<file path="src/rtl/ref_level_scheduler_if.sv">
// Control/status bundle between the reference-level scheduler and its host.
// The host drives run/symbol/config requests; the scheduler returns the
// generator controls and averaging status.
interface ref_level_scheduler_if #(
    parameter int unsigned MAX_LOG2_M = 20,
    parameter int unsigned CNT_W      = 16,
    parameter int unsigned LOG2_W     = 5
);
    logic                  enable;
    logic                  sym_ena;
    logic                  cfg_load;
    logic [LOG2_W-1:0]     log2_m_req;
    logic                  clear_accumulator;
    logic [MAX_LOG2_M:0]   MSamples;
    logic [7:0]            shiftVal;
    logic                  window_done;
    logic                  ref_valid;
    logic                  cfg_busy;
    logic [CNT_W-1:0]      window_count;

    modport master (
        output enable, sym_ena, cfg_load, log2_m_req,
        input  clear_accumulator, MSamples, shiftVal, window_done,
               ref_valid, cfg_busy, window_count
    );

    modport slave (
        input  enable, sym_ena, cfg_load, log2_m_req,
        output clear_accumulator, MSamples, shiftVal, window_done,
               ref_valid, cfg_busy, window_count
    );
endinterface

</file>
<file path="src/rtl/ref_level_scheduler.sv">
// Reference-level averaging scheduler for the 16QAM receiver.
// Frames 2^log2_m-symbol averaging windows on symbol strobes, drives the
// generator's clear/length/shift controls, defers averaging-length changes to
// window boundaries and reports when the reference level has settled.
module ref_level_scheduler #(
    parameter int unsigned MAX_LOG2_M     = 20,
    parameter int unsigned RESET_LOG2_M   = 10,
    parameter int unsigned SETTLE_WINDOWS = 1,
    parameter int unsigned CNT_W          = 16,
    parameter int unsigned LOG2_W         = 5
) (
    input logic                   clk,
    input logic                   reset,
    ref_level_scheduler_if.slave  bus
);

    localparam int unsigned MW = MAX_LOG2_M + 1;
    localparam int unsigned SW = $clog2(SETTLE_WINDOWS + 2);
    localparam logic [SW-1:0]     SETTLE_SAT = SW'(SETTLE_WINDOWS + 1);
    localparam logic [LOG2_W-1:0] LOG2_MAX   = LOG2_W'(MAX_LOG2_M);
    localparam logic [LOG2_W-1:0] LOG2_RST   = LOG2_W'(RESET_LOG2_M);

    typedef enum logic [1:0] {
        IDLE,
        CLEAR,
        ACCUM,
        DUMP
    } state_t;

    state_t              state_q, state_n;
    logic [MW-1:0]       sym_cnt_q, sym_cnt_n;
    logic [SW-1:0]       settle_q, settle_n;
    logic [LOG2_W-1:0]   log2_m_q, log2_m_n;
    logic [LOG2_W-1:0]   pending_q, pending_n;
    logic                cfg_busy_q, cfg_busy_n;
    logic                window_done_q, window_done_n;
    logic                ref_valid_q, ref_valid_n;
    logic [CNT_W-1:0]    window_count_q, window_count_n;
    logic                clear_q, clear_n;
    logic [MW-1:0]       msamples_q, msamples_n;
    logic [7:0]          shift_q, shift_n;

    logic                apply;
    logic [MW-1:0]       last_cnt;
    logic [LOG2_W-1:0]   req_clamped;

    assign last_cnt    = msamples_q - MW'(1);
    assign req_clamped = (bus.log2_m_req > LOG2_MAX) ? LOG2_MAX : bus.log2_m_req;

    // Next-state, window framing, config apply and settle tracking.
    always_comb begin
        state_n        = state_q;
        sym_cnt_n      = sym_cnt_q;
        settle_n       = settle_q;
        log2_m_n       = log2_m_q;
        pending_n      = pending_q;
        cfg_busy_n     = cfg_busy_q;
        window_done_n  = 1'b0;
        ref_valid_n    = ref_valid_q;
        window_count_n = window_count_q;

        // Outside a running window a pending config takes effect at once;
        // inside one it waits for the DUMP strobe so shiftVal stays stable
        // across the clear rise and the next window starts clean.
        apply = cfg_busy_q &&
                ((state_q == IDLE) || (state_q == CLEAR) ||
                 ((state_q == DUMP) && bus.enable && bus.sym_ena));

        // Settled one clock after the window that saturates the settle count.
        if (window_done_q && (settle_q == SETTLE_SAT))
            ref_valid_n = 1'b1;

        if (!bus.enable) begin
            state_n     = IDLE;
            sym_cnt_n   = '0;
            settle_n    = '0;
            ref_valid_n = 1'b0;
        end else begin
            case (state_q)
                IDLE: begin
                    state_n  = CLEAR;
                    settle_n = '0;
                end
                CLEAR: begin
                    if (bus.sym_ena) begin
                        state_n   = ACCUM;
                        sym_cnt_n = '0;
                    end
                end
                ACCUM: begin
                    if (bus.sym_ena) begin
                        if (sym_cnt_q == last_cnt) begin
                            state_n        = DUMP;
                            window_done_n  = 1'b1;
                            window_count_n = window_count_q + CNT_W'(1);
                            if (settle_q != SETTLE_SAT)
                                settle_n = settle_q + SW'(1);
                        end else begin
                            sym_cnt_n = sym_cnt_q + MW'(1);
                        end
                    end
                end
                DUMP: begin
                    if (bus.sym_ena) begin
                        state_n   = ACCUM;
                        sym_cnt_n = '0;
                    end
                end
                default: state_n = IDLE;
            endcase
        end

        if (apply) begin
            log2_m_n    = pending_q;
            cfg_busy_n  = 1'b0;
            ref_valid_n = 1'b0;
            settle_n    = '0;
        end

        // A load coinciding with an apply stays pending for the next boundary.
        if (bus.cfg_load) begin
            pending_n  = req_clamped;
            cfg_busy_n = 1'b1;
        end

        clear_n    = (state_n == CLEAR) || (state_n == DUMP);
        msamples_n = MW'(1) << log2_m_n;
        shift_n    = 8'(log2_m_n);
    end

    // State and registered outputs with asynchronous reset.
    always_ff @(posedge clk or posedge reset) begin
        if (reset) begin
            state_q        <= IDLE;
            sym_cnt_q      <= '0;
            settle_q       <= '0;
            log2_m_q       <= LOG2_RST;
            pending_q      <= LOG2_RST;
            cfg_busy_q     <= 1'b0;
            window_done_q  <= 1'b0;
            ref_valid_q    <= 1'b0;
            window_count_q <= '0;
            clear_q        <= 1'b0;
            msamples_q     <= MW'(1) << LOG2_RST;
            shift_q        <= 8'(LOG2_RST);
        end else begin
            state_q        <= state_n;
            sym_cnt_q      <= sym_cnt_n;
            settle_q       <= settle_n;
            log2_m_q       <= log2_m_n;
            pending_q      <= pending_n;
            cfg_busy_q     <= cfg_busy_n;
            window_done_q  <= window_done_n;
            ref_valid_q    <= ref_valid_n;
            window_count_q <= window_count_n;
            clear_q        <= clear_n;
            msamples_q     <= msamples_n;
            shift_q        <= shift_n;
        end
    end

    assign bus.clear_accumulator = clear_q;
    assign bus.MSamples          = msamples_q;
    assign bus.shiftVal          = shift_q;
    assign bus.window_done       = window_done_q;
    assign bus.ref_valid         = ref_valid_q;
    assign bus.cfg_busy          = cfg_busy_q;
    assign bus.window_count      = window_count_q;

endmodule

</file>
<file path="src/flat_wrapper.sv">
// flat-port wrapper written by rule: the top's interface ports become plain ports
module ref_level_scheduler_flat 
#(
    parameter int unsigned MAX_LOG2_M     = 20,
    parameter int unsigned RESET_LOG2_M   = 10,
    parameter int unsigned SETTLE_WINDOWS = 1,
    parameter int unsigned CNT_W          = 16,
    parameter int unsigned LOG2_W         = 5
)
  (clk, reset, bus_enable, bus_sym_ena, bus_cfg_load, bus_log2_m_req, bus_clear_accumulator, bus_MSamples, bus_shiftVal, bus_window_done, bus_ref_valid, bus_cfg_busy, bus_window_count);
  ref_level_scheduler_if #(.MAX_LOG2_M(MAX_LOG2_M), .CNT_W(CNT_W), .LOG2_W(LOG2_W)) bus_i ();
  input logic clk;
  input logic reset;
  input wire logic [$bits(bus_i.enable)-1:0] bus_enable;
  input wire logic [$bits(bus_i.sym_ena)-1:0] bus_sym_ena;
  input wire logic [$bits(bus_i.cfg_load)-1:0] bus_cfg_load;
  input wire logic [$bits(bus_i.log2_m_req)-1:0] bus_log2_m_req;
  output wire logic [$bits(bus_i.clear_accumulator)-1:0] bus_clear_accumulator;
  output wire logic [$bits(bus_i.MSamples)-1:0] bus_MSamples;
  output wire logic [$bits(bus_i.shiftVal)-1:0] bus_shiftVal;
  output wire logic [$bits(bus_i.window_done)-1:0] bus_window_done;
  output wire logic [$bits(bus_i.ref_valid)-1:0] bus_ref_valid;
  output wire logic [$bits(bus_i.cfg_busy)-1:0] bus_cfg_busy;
  output wire logic [$bits(bus_i.window_count)-1:0] bus_window_count;
  assign bus_i.enable = bus_enable;
  assign bus_i.sym_ena = bus_sym_ena;
  assign bus_i.cfg_load = bus_cfg_load;
  assign bus_i.log2_m_req = bus_log2_m_req;
  assign bus_clear_accumulator = bus_i.clear_accumulator;
  assign bus_MSamples = bus_i.MSamples;
  assign bus_shiftVal = bus_i.shiftVal;
  assign bus_window_done = bus_i.window_done;
  assign bus_ref_valid = bus_i.ref_valid;
  assign bus_cfg_busy = bus_i.cfg_busy;
  assign bus_window_count = bus_i.window_count;
  ref_level_scheduler #(.MAX_LOG2_M(MAX_LOG2_M), .RESET_LOG2_M(RESET_LOG2_M), .SETTLE_WINDOWS(SETTLE_WINDOWS), .CNT_W(CNT_W), .LOG2_W(LOG2_W)) u_core (.clk(clk), .reset(reset), .bus(bus_i));
endmodule
</file>
<file path="config.mk">
export PLATFORM = sky130hd
export DESIGN_NAME = ref_level_scheduler_flat
export DESIGN_NICKNAME = d
export VERILOG_FILES = /design/src/rtl/ref_level_scheduler_if.sv /design/src/rtl/ref_level_scheduler.sv /design/src/flat_wrapper.sv
export SDC_FILE = /design/constraint.sdc
export NUM_CORES = 1
export LEC_CHECK = 0
export ABC_CLOCK_PERIOD_IN_PS = 2900
export CAP_MARGIN = 10
export CORE_MARGIN = 3
export CORE_UTILIZATION = 45
export CTS_CLUSTER_SIZE = 20
export DETAILED_ROUTE_END_ITERATION = 10
export PLACE_DENSITY = 0.81
export REMOVE_ABC_BUFFERS = 1
export SLEW_MARGIN = 5
export SYNTH_ARGS = -nofsm -noshare
export SYNTH_HDL_FRONTEND = slang
export SYNTH_SLANG_ARGS = --single-unit
</file>
<file path="constraint.sdc">
create_clock -name clk -period 2.9 [get_ports clk]
set_input_delay 0.58 -clock clk [delete_from_list [all_inputs] [get_ports clk]]
set_output_delay 0.58 -clock clk [all_outputs]
set_load 0.02 [all_outputs]
</file>
==> flow_metrics.env <==
export IMPL_outcome="finished, violations left"
export IMPL_failed_checks="negative setup slack"
export IMPL_vias_per_cell=5.86
export IMPL_grt_setup_unrepaired="true"
export IMPL_layout_cells_most_common_list="sky130_fd_sc_hd__dfrtp_1 (71), sky130_fd_sc_hd__clkdlybuf4s50_1 (55), sky130_fd_sc_hd__nor2_1 (47)"
export IMPL_row_count=34
export IMPL_initial_core_util=0.471
export IMPL_hold_path_class="flip-flop to flip-flop"
export IMPL_criticalPathCategory="flip-flop to flip-flop"
export IMPL_number_of_enable_type_register_cells_in_the_synthesized_netlist=0
export IMPL_firstDrtPassIters=5
export IMPL_max_clock_freq_ghz=0.307
export IMPL_gp_congestion=0.832
export IMPL_placed_cells=634
export IMPL_dp_hpwl_um=7920
export IMPL_fillCellCount=653
export IMPL_antenna_cells_inserted=0
export IMPL_tritoncts="built"
export IMPL_worst_slew_pin_slew_ns=0.893
export IMPL_ffs_latches_synth=76
export IMPL_die_width_um=102
export IMPL_finalClockSkew_ns=0.0109
export IMPL_design_final_nets=560
export IMPL_area_growth_syn_to_layout_pct=34.7
export IMPL_placement_setup_slack_ns=-0.337
export IMPL_grt_util_all_layers=0.220
export IMPL_p_clk_frac=0.305
export IMPL_ctsHtreeMaxLevel=3
export IMPL_final_layout_size_suffix_gt1_frac=0.211
export IMPL_cp_data_required_time_ns=3.20
export IMPL_ir_drop_v=0.000436
export IMPL_total_cts_buffers=9
export IMPL_clock_sink_count=76
export IMPL_path_common_cell="sky130_fd_sc_hd__or4_4"
export IMPL_yosys_area_share_adder=0.0119
export IMPL_post_route_period_util=1.12
export IMPL_placed_cell_area_mm2=0.00512
export IMPL_clk_pin_slew_worst_paths_ns=0.09
export IMPL_grt_overflow_total=0
export IMPL_design_core_area_mm2=0.00889
export IMPL_synth_top_family_by_area="simple AND/OR/NAND/NOR gates"
export IMPL_regToRegStartpoint="u_core.bus.MSamples[7]"
export IMPL_die_h_um=102
export IMPL_synth_xor_xnor_area_share=0.0815
export IMPL_synth_compound_area_frac=0.125
export IMPL_hold_path_startpoint="u_core.pending_q[3]"
export IMPL_clock_tree_buffer_depth=2
export IMPL_critPathArrivalTime_ns=3.56
export IMPL_detail_route_iter0_violations=372
export IMPL_net_switching_power_w=0.000903
export IMPL_number_of_placed_i_o_pins=59
export IMPL_finalNonFillerCells=659
export IMPL_via_count_of_the_first_global_routing_pass=3671
export IMPL_yosys_warnings=0
export IMPL_min_period_ns=3.26
export IMPL_p_int_w=0.00192
export IMPL_p_per_area_mw_per_mm2=500
export IMPL_yosys_mux_area_fraction=0.0293
export IMPL_synth_yosys_seq_area_share=0.455
export IMPL_r2r_worst_path_cells=11
export IMPL_detail_route_drc_violations=0
export IMPL_synth_flop_cell="sky130_fd_sc_hd__dfrtp_1"
export IMPL_finalWirelength_um=11700
export IMPL_report_final_slew_viol_count=0
export IMPL_skew_pair_late_insertion_delay_ns=0.36
export IMPL_synth_async_reset_ratio=1.00
export IMPL_grt_max_degree=77
export IMPL_chain_of_cells_forming_the_critical_path="or4_4 > or4b_4 > or4_4 > a21oi_4 > o211a_4 > a31oi_4 > buf_12 > buf_4 > buf_6 > a311o_1 > nand2_1"
export IMPL_timing_critical_path_slowest_cell_delay_ns=0.59
export IMPL_seqPwrFrac=0.405
export IMPL_crit_fanout=5
export IMPL_worst_slew_margin_rel=0.404
export IMPL_min_path_cells=2
export IMPL_cpMaxStageDelayCell="sky130_fd_sc_hd__or4b_4"
export IMPL_cp_end_kind="flip-flop"
export IMPL_reg2reg_to="u_core.sym_cnt_q[17]"
export IMPL_p_leak_nw=2.59
export IMPL_area_fraction_in_and_or_nand_and_nor_cells_after_synthesis=0.248
export IMPL_maxCapViolCount=0
export IMPL_wl_per_cell_um=17.7
export IMPL_postLayoutCellArea_mm2=0.00564
export IMPL_finalSetupViolCount=42
export IMPL_pwr_share_comb=0.290
export IMPL_synth_avg_cell_area_um2=9.35
export IMPL_setup_worst_path_start_class="flip-flop"
export IMPL_final_common_cell="sky130_fd_sc_hd__dfrtp_1"
export IMPL_num_vias=3864
export IMPL_grt_antenna_before_repair=0
export IMPL_final_antenna_net_count=0
export IMPL_final_hold_viol_count=0
export IMPL_setup_slack_ns=-0.360
export IMPL_grt_pass1_wl_um=18000
export IMPL_final_setup_tns_ns=-10.93
export IMPL_io_buffer_count=55
export IMPL_whs_endpoint="u_core.pending_q[3]"
export IMPL_report_power_total_w=0.00282
export IMPL_die_area_mm2=0.0105
export IMPL_sw_frac_of_total=0.320
export IMPL_cts_root_buf="sky130_fd_sc_hd__clkbuf_8"
export IMPL_syn_inst=448
export IMPL_r2r_slack_ns=-0.36
export IMPL_ys_types=58
export IMPL_synthesis_area_mm2=0.00419
[synth_stat cells (3+ instances only)]
library cell | n | area [µm²]
sky130_fd_sc_hd__and4_1 | 3 | 26.3
sky130_fd_sc_hd__xor2_1 | 13 | 114
sky130_fd_sc_hd__o22ai_1 | 3 | 18.8
sky130_fd_sc_hd__inv_1 | 22 | 82.6
sky130_fd_sc_hd__nand4_1 | 12 | 75.1
sky130_fd_sc_hd__buf_2 | 3 | 15.0
sky130_fd_sc_hd__a21o_1 | 5 | 37.5
sky130_fd_sc_hd__nor3_1 | 16 | 80.1
sky130_fd_sc_hd__ha_1 | 4 | 50.1
sky130_fd_sc_hd__dfstp_2 | 5 | 131
sky130_fd_sc_hd__clkbuf_1 | 11 | 41.3
sky130_fd_sc_hd__and3_1 | 13 | 81.3
sky130_fd_sc_hd__nor4b_1 | 4 | 35.0
sky130_fd_sc_hd__nand2_1 | 43 | 161
sky130_fd_sc_hd__mux2i_1 | 10 | 100
sky130_fd_sc_hd__xnor2_1 | 26 | 228
sky130_fd_sc_hd__a31oi_1 | 8 | 50.1
sky130_fd_sc_hd__nand4b_1 | 4 | 35.0
sky130_fd_sc_hd__a41o_1 | 7 | 70.1
sky130_fd_sc_hd__nand3_1 | 28 | 140
sky130_fd_sc_hd__a21oi_1 | 13 | 65.1
sky130_fd_sc_hd__nor2_1 | 48 | 180
sky130_fd_sc_hd__and2_1 | 8 | 50.1
sky130_fd_sc_hd__a31o_2 | 6 | 52.6
sky130_fd_sc_hd__dfrtp_1 | 71 | 1780
sky130_fd_sc_hd__o21ai_0 | 12 | 60.1
sky130_fd_sc_hd__buf_4 | 5 | 37.5
[how the worst max path moves through the flow]
stage,to,from,slack [ns],depth (start not counted)
floorplan,u_core.sym_cnt_q[15],u_core.bus.MSamples[8],-1.52,8
global placement,u_core.bus.clear_accumulator,u_core.bus.MSamples[8],-0.27,8
detailed placement,u_core.bus.clear_accumulator,u_core.bus.MSamples[8],-0.34,8
CTS,u_core.sym_cnt_q[4],u_core.bus.MSamples[8],-0.28,9
global route,u_core.sym_cnt_q[12],u_core.bus.MSamples[7],-0.44,10
finish,u_core.sym_cnt_q[17],u_core.bus.MSamples[7],-0.36,11
[power by group through the flow]
stage,Sequential (W),Combinational [W],Clock (W)
final,0.00114,0.000819,0.000860
after global routing,0.00115,0.000888,0.000911
after CTS,0.00114,0.000761,0.000863
after detailed placement,0.00116,0.000740,0
after global placement,0.00116,0.000717,0
after floorplan,0.00121,0.000376,0
[cell families (layout without fill, tap and decap cells)]
group | count (synthesis) | in the layout
compound gates | 73 | 73
xor+xnor | 39 | 39
fa+ha+maj | 4 | 4
buf+inv | 43 | 144
flops | 76 | 76
mux | 12 | 12
other cells | 1 | 3
simple gates | 200 | 200
[critical path, delay by kind of cell, from the launching register on]
family | cells | cell delay [ns]
and+or+nand+nor | 4 | 1.64
buffers and inverters | 3 | 0.41
AOI/OAI and AO/OA | 4 | 0.77
DFF | 1 | 0.39
[through the flow]
step | hold WS (ns) | utilization
global route | 0.505 | 0.635
finish | 0.484 | 0.635
global placement | 0.461 | 0.576
CTS | 0.488 | 0.607
detailed placement | 0.475 | 0.576
floorplan | 0.448 | -
[registers in the layout (all words and copies together), names as in the netlist, 2 cells and up]
signal and flops:
u_core.bus.MSamples 21, u_core.pending_q 5, u_core.bus.shiftVal 5, u_core.settle_q 2, u_core.state_q 2, u_core.bus.window_count 16, u_core.sym_cnt_q 21
[metal layers]
metal	GRT usage	vias up	share of wire	wire length, µm
met3	0.0491	41	0.073	850
li1	-	1796	-	-
met2	0.372	176	0.51	5940
met4	0.0797	0	0.030	353
met1	0.276	1851	0.39	4510
met5	0	-	0	0
[area by class of cell]
type                            count  area [µm²]  share of cell area
Multi-Input combinational cell    331        2260               0.401
Sequential cell                    76        1910               0.338
Timing Repair Buffer              106        1040               0.185
Clock buffer                       10         138              0.0244
Tap cell                          108         135              0.0239
Inverter                           22        82.6              0.0146
Clock inverter                      6        72.6              0.0129
[timing repair]
action / CTS / global route
pin swaps: 8 / 10
hold buffers: 0 / 0
gates cloned: 0 / 4
gates resized for setup: 14 / 24
buffers inserted: 2 / 3
endpoints found under the setup margin: 42 / 42
Power figures use the tool's default switching activity.
